==> config.mk <==
export PLATFORM = sky130hd
export DESIGN_NAME = io_input_conditioner
export DESIGN_NICKNAME = d
export VERILOG_FILES = /design/src/rtl/io_input_conditioner.sv
export SDC_FILE = /design/constraint.sdc
export NUM_CORES = 1
export LEC_CHECK = 0
export ABC_CLOCK_PERIOD_IN_PS = 3100
export CORE_ASPECT_RATIO = 1.4
export CORE_MARGIN = 2
export CORE_UTILIZATION = 58
export CTS_CLUSTER_DIAMETER = 100
export DETAILED_ROUTE_END_ITERATION = 10
export PLACE_DENSITY_LB_ADDON = 0.3
export SYNTH_ARGS = -nofsm -noshare
export SYNTH_HDL_FRONTEND = slang
export SYNTH_SLANG_ARGS = --single-unit
==> constraint.sdc <==
create_clock -name i_clk -period 3.1 [get_ports i_clk]
set_input_delay 0.93 -clock i_clk [delete_from_list [all_inputs] [get_ports i_clk]]
set_output_delay 0.93 -clock i_clk [all_outputs]
set_load 0.01 [all_outputs]
==> src/rtl/io_input_conditioner.sv <==
// Two-flop synchronisers and counter debouncers for board switches and push-buttons
// feeding the LSU input registers, with one-cycle press / change event strobes.
module io_input_conditioner #(
  parameter int SW_W           = 32,
  parameter int BTN_W          = 4,
  parameter int DB_CYCLES      = 500000,
  parameter int BTN_ACTIVE_LOW = 1
) (
  input  logic             i_clk,
  input  logic             i_rst,
  input  logic [SW_W-1:0]  i_sw_raw,
  input  logic [BTN_W-1:0] i_btn_raw,
  output logic [SW_W-1:0]  o_io_sw,
  output logic [BTN_W-1:0] o_io_btn,
  output logic [BTN_W-1:0] o_btn_press,
  output logic             o_sw_changed
);

  localparam int                CNT_W    = $clog2(DB_CYCLES + 1);
  localparam logic [CNT_W-1:0]  CNT_LAST = CNT_W'(DB_CYCLES - 1);
  localparam logic [CNT_W-1:0]  CNT_ONE  = CNT_W'(1);
  localparam logic [BTN_W-1:0]  BTN_IDLE = (BTN_ACTIVE_LOW != 0) ? '1 : '0;

  logic [SW_W-1:0]  sw_meta, sw_sync, sw_prev;
  logic [BTN_W-1:0] btn_meta, btn_sync, btn_norm, btn_stable;
  logic [CNT_W-1:0] sw_cnt;
  logic [CNT_W-1:0] btn_cnt [BTN_W];

  // Button sync flops idle at the raw "released" level so reset never looks like a press.
  always_ff @(posedge i_clk or negedge i_rst) begin
    if (!i_rst) begin
      sw_meta  <= '0;
      sw_sync  <= '0;
      btn_meta <= BTN_IDLE;
      btn_sync <= BTN_IDLE;
    end else begin
      // NOTE: non-blocking assignments make each stage take the previous stage's old value,
      // giving a true two-flop chain; blocking here would collapse it into one flop.
      sw_meta  <= i_sw_raw;
      sw_sync  <= sw_meta;
      btn_meta <= i_btn_raw;
      btn_sync <= btn_meta;
    end
  end

  assign btn_norm = btn_sync ^ BTN_IDLE;

  // Switch bank: one shared counter, restarted by any change so only the final settled
  // vector is ever published.
  always_ff @(posedge i_clk or negedge i_rst) begin
    if (!i_rst) begin
      sw_prev      <= '0;
      sw_cnt       <= '0;
      o_io_sw      <= '0;
      o_sw_changed <= 1'b0;
    end else begin
      sw_prev      <= sw_sync;
      o_sw_changed <= 1'b0;
      if (sw_sync == o_io_sw || sw_sync != sw_prev) begin
        sw_cnt <= '0;
      end else if (sw_cnt == CNT_LAST) begin
        o_io_sw      <= sw_sync;
        o_sw_changed <= 1'b1;
        sw_cnt       <= '0;
      end else begin
        sw_cnt <= sw_cnt + CNT_ONE;
      end
    end
  end

  // Buttons: independent per-bit debouncers; o_io_btn is a registered copy of the
  // accepted level so the press strobe lines up with its first high cycle.
  always_ff @(posedge i_clk or negedge i_rst) begin
    if (!i_rst) begin
      btn_stable  <= '0;
      o_io_btn    <= '0;
      o_btn_press <= '0;
      // NOTE: btn_cnt is a small register array, not a RAM; every entry is reset so a
      // count interrupted by reset can never complete afterwards.
      for (int i = 0; i < BTN_W; i++) btn_cnt[i] <= '0;
    end else begin
      o_io_btn    <= btn_stable;
      o_btn_press <= btn_stable & ~o_io_btn;
      for (int i = 0; i < BTN_W; i++) begin
        if (btn_norm[i] == btn_stable[i]) begin
          btn_cnt[i] <= '0;
        end else if (btn_cnt[i] == CNT_LAST) begin
          btn_stable[i] <= btn_norm[i];
          btn_cnt[i]    <= '0;
        end else begin
          btn_cnt[i] <= btn_cnt[i] + CNT_ONE;
        end
      end
    end
  end

endmodule

=== Word level (Yosys, flattened, before mapping) ===
Index checks and enable logic that the tools add are counted.
Widths: inputs -> output; s select.

* Input bits: 38
* Register bits: 244
* Word-level logic and storage cells: 60

* $add $sub $neg: 5
* Bitwise logic cells: 8
* Mux-type cells: 12
* Reductions and logical operators: 6
* Equal/unequal tests: 11

{| class="wikitable"
|+ Operators with widths
! kind !! number
|-
| $mux 19 || 10
|-
| $add 19x1->19 const B || 5
|-
| $eq 19x19->1 const B || 5
|-
| $eq 32x32->1 || 1
|-
| $ne 32x32->1 || 1
|-
| $reduce_and 2->1 || 5
|-
| $not 4->4 || 2
|-
| $not 1->1 || 5
|-
| $and 4x4->4 || 1
|-
| $eq 1x1->1 || 4
|-
| $mux 1 || 2
|-
| $logic_or 1x1->1 || 1
|}

=== Logic depth before layout (Yosys ltp) ===
* Word-level depth: 4
* Gate-level depth with buffers: 7
* Mapped depth without buffers: 6

=== Least setup slack after synthesis ===
No wires, ideal clock.

* Kind: register -> register
* Start: reg sw_cnt[0]
* End: reg o_io_sw[10]
* Stages on the path, launching flop included: 7
* Library setup time: 125 ps
* Path slack: 906 ps
* Arrival time: 2,069 ps
* Required time: 2,975 ps
* Path through: dfrtp_1 ha_1 nand4_1 nor4_4 o2111ai_4 buf_6 mux2_4

* Word-level cells in the longest chain between the ends: 2

{| class="wikitable"
|+ RTL lines
! element !! line !! text
|-
| start: declaration || 26 || <nowiki>logic [CNT_W-1:0] sw_cnt;</nowiki>
|-
| start signal: assignment || 66 || <nowiki>sw_cnt <= sw_cnt + CNT_ONE;</nowiki>
|-
| $eq 19x19->1 || 61 || <nowiki>end else if (sw_cnt == CNT_LAST) begin</nowiki>
|-
| $reduce_and 2->1 (no source line) || - ||
|-
| end signal: assignment || 62 || <nowiki>o_io_sw <= sw_sync;</nowiki>
|-
| end: declaration || 13 || <nowiki>output logic [SW_W-1:0] o_io_sw,</nowiki>
|}

Every way passes these cells.
A chain may end at the register's enable or synchronous reset.

=== Final worst setup path ===
* Start: reg o_io_sw[23]
* End: out o_io_sw[23]

No word-level cell between the ends.

==> flow_metrics.env <==
export IMPL_status="finished clean"
export IMPL_nNetsFinal=893
export IMPL_slowest_stage="clkdlybuf4s50_1"
export IMPL_cp_num_buf_inv=1
export IMPL_cts_sinks=244
export IMPL_dieWidth_um=112.7
export IMPL_overflow=0
export IMPL_fin_worst_skew_ns=0.008930
export IMPL_synth_mux_area_frac=0.05305
export IMPL_min_period_ns=2.435
export IMPL_ios=79
export IMPL_drt_iter0_markers=302
export IMPL_coreArea_mm2=0.01617
export IMPL_cp_max_fo=3
export IMPL_firstDrtPassIters=4
export IMPL_finalHoldViolCount=0
export IMPL_vias=5806
export IMPL_maxSlewViolCount=0
export IMPL_relSlewSlack=0.4294
export IMPL_rsz0062_at_grt="false"
export IMPL_antenna_found_initial=0
export IMPL_synth_cell_types=31
export IMPL_wl_um=18050
export IMPL_critical_path_startpoint_type="flop"
export IMPL_rows=55
export IMPL_diodes=0
export IMPL_wl_per_cell_um=16.93
export IMPL_start_util=0.5936
export IMPL_synth_xor_area_share=0.1396
export IMPL_design_area_mm2=0.01148
export IMPL_die_area_mm2=0.01761
export IMPL_dp_hpwl_um=12460
export IMPL_post_route_drc_count=0
export IMPL_postSynth_asyncResetShare=1.000
export IMPL_synth_area_mm2=0.009599
export IMPL_synth_compound_area_frac=0.003519
export IMPL_portBuffers=78
export IMPL_power_density_mw_per_mm2=566.0
export IMPL_max_cap_violations=0
export IMPL_yosysSeqAreaShare=0.6371
export IMPL_cts_repair_resized=0
export IMPL_fmax_mhz=410.7
export IMPL_crit_chain="clkdlybuf4s50_1"
export IMPL_post_drt_via_cell_ratio=5.447
export IMPL_cts_buffers=24
export IMPL_first_global_vias=6165
export IMPL_final_util=0.7101
export IMPL_p_leak_nw=5.082
export IMPL_cp_data_required_time_ns=2.17
export IMPL_clk_pin_slew_ns=0.06
export IMPL_synth_top_family_by_area="simple AND/OR/NAND/NOR gates"
export IMPL_cts_buffer_depth=3
export IMPL_crit_arrival_ns=1.51
export IMPL_ctsHoldBuffers=0
export IMPL_yosys_top_cells_area="dfrtp_1, xor2_1, xnor2_1"
export IMPL_cpLargestDelayFamily="buffers and inverters"
export IMPL_post_cts_buffers=0
export IMPL_ys_seq_elements=244
export IMPL_cpPeakStageDelay_ns=0.60
export IMPL_synth_nets=792
export IMPL_drive_gt1_frac=0.1130
export IMPL_fin_tns_setup_ns=0
export IMPL_cts_tree="yes"
export IMPL_clockRootBuffer="clkbuf_16"
export IMPL_syn_inst=749
export IMPL_fin_crit_sh=0.7855
export IMPL_ant_nets=0
export IMPL_ir_worst_vdd_uv=618.2
export IMPL_area_growth_pct=19.63
export IMPL_synth_simple_area_share=0.1469
export IMPL_worst_slew_pin_slew_ns=0.8481
export IMPL_h_tree_depth=1
export IMPL_die_h_um=156.2
export IMPL_gp_congestion=0.8358
export IMPL_yosys_warnings=0
export IMPL_syn_avg_cell_area_um2=12.82
export IMPL_dpl_cell_area_mm2=0.01066
export IMPL_clk_latency_ns=0.51
export IMPL_crit_type="reg2out"
export IMPL_setup_viol=0
export IMPL_yosys_area_top_type="dfrtp_1"
export IMPL_grt_pass1_wl_um=30570
export IMPL_hold_path_class="reg2reg"
export IMPL_crit_path_end_kind="output port"
export IMPL_synth_edff_count=0
export IMPL_gr_usage_all_layers=0.2143
export IMPL_grt_max_degree=75
export IMPL_ys_flop_type="dfrtp_1"
export IMPL_yosys_area_top_type_share=0.6152
export IMPL_synthAdderAreaFrac=0.006517
==> cell usage after synthesis (all sizes together) (8+ instances only) <==
master    n
clkbuf    9
xnor2    68
dfrtp   236
nor3     32
nor4     23
mux2     32
xor2     85
nand4    39
inv      15
nand2    29
nand3    27
nor2    101
dfstp     8
==> final timing paths <==
check,cells past startpoint,end,slack (ns),start
worst max-delay path,1,o_io_sw[23],0.66,o_io_sw[23]
worst min-delay path,0,sw_sync[10],0.35,sw_meta[10]
worst max register to register,6,o_io_sw[22],0.69,sw_sync[21]
worst min register to register,0,sw_sync[10],0.35,sw_meta[10]
max in group asynchronous,2,btn_meta[3],1.88,i_rst
min in group asynchronous,1,sw_prev[24],0.37,i_rst
==> area by class of cell <==
| type | instances | area (µm²) |
|---|---|---|
| Clock inverter | 10 | 105.1 |
| Sequential cell | 244 | 6116 |
| Clock buffer | 33 | 715.7 |
| Timing Repair Buffer | 88 | 885.9 |
| Tap cell | 199 | 249.0 |
| Inverter | 15 | 56.30 |
| Multi-Input combinational cell | 477 | 3356 |
| Fill cell | 1072 | 4688 |
==> metrics by stage <==
| stage | total power [W] | instances | hold slack [ns] | setup WS (ns) |
|---|---|---|---|---|
| after CTS | 0.006552 | 1066 | 0.3498 | 0.6290 |
| after detailed placement | 0.003624 | 1023 | 0.3355 | 0.6974 |
| final | 0.006499 | 1066 | 0.3458 | 0.6649 |
| after floorplan | 0.003466 | 749 | 0.3312 | 0.9061 |
| after global placement | 0.003611 | 1023 | 0.3344 | 0.7773 |
| after global routing | 0.006729 | 1066 | 0.3500 | 0.5962 |
==> layer usage <==
layer	track usage	vias to the layer above	routed length, µm
li1	-	2734	-
met1	0.2737	2929	7516
met2	0.3810	118	9519
met3	0.03602	25	722
met4	0.05633	0	292
met5	0	-	0
==> logic make-up (layout without fill, tap and decap cells) <==
| family | count (synthesis) | after routing |
|---|---|---|
| buffers and inverters | 28 | 146 |
| AOI/OAI and AO/OA | 2 | 2 |
| DFF | 244 | 244 |
| xor gates and xnor gates | 153 | 153 |
| adders and majority gates | 5 | 5 |
| muxes | 36 | 36 |
| and+or+nand+nor | 281 | 281 |
==> report_power, final <==
group	internal [W]	leakage, nW	switching (W)
Sequential	0.00327	3.15	0.0000670
Clock	0.00178	0.406	0.00116
Combinational	0.000102	1.53	0.000121
==> state kept, by name (all words and copies together), names as in the netlist, 4 cells and up <==
| register | flops |
|---|---|
| btn_stable | 4 |
| sw_sync | 32 |
| o_btn_press | 4 |
| o_io_btn | 4 |
| sw_cnt | 19 |
| btn_sync | 4 |
| btn_cnt | 76 |
| btn_meta | 4 |
| sw_meta | 32 |
| sw_prev | 32 |
| o_io_sw | 32 |
==> layout by cell type, fill, tap and decap left out, types with 2 or more instances in the layout <==
cell type	Yosys	routed
and3_1	5	5
and4_1	6	6
buf_12	0	2
buf_4	0	8
bufinv_16	0	2
clkbuf_1	9	2
clkbuf_16	0	25
clkbuf_8	0	6
clkdlybuf4s50_1	0	77
clkinv_2	0	6
clkinvlp_4	0	2
dfrtp_1	236	236
dfstp_2	8	8
ha_1	5	5
inv_1	15	15
mux2_2	3	3
mux2_4	29	29
mux2i_1	4	4
nand2_1	29	29
nand2b_1	2	2
nand3_1	27	27
nand3b_1	2	2
nand4_1	39	39
nor2_1	101	101
nor2b_1	2	2
nor3_1	32	32
nor3b_1	3	3
nor4_1	22	22
nor4b_1	4	4
or2_2	4	4
xnor2_1	68	68
xor2_1	85	85
Power figures use the tool's default switching activity.
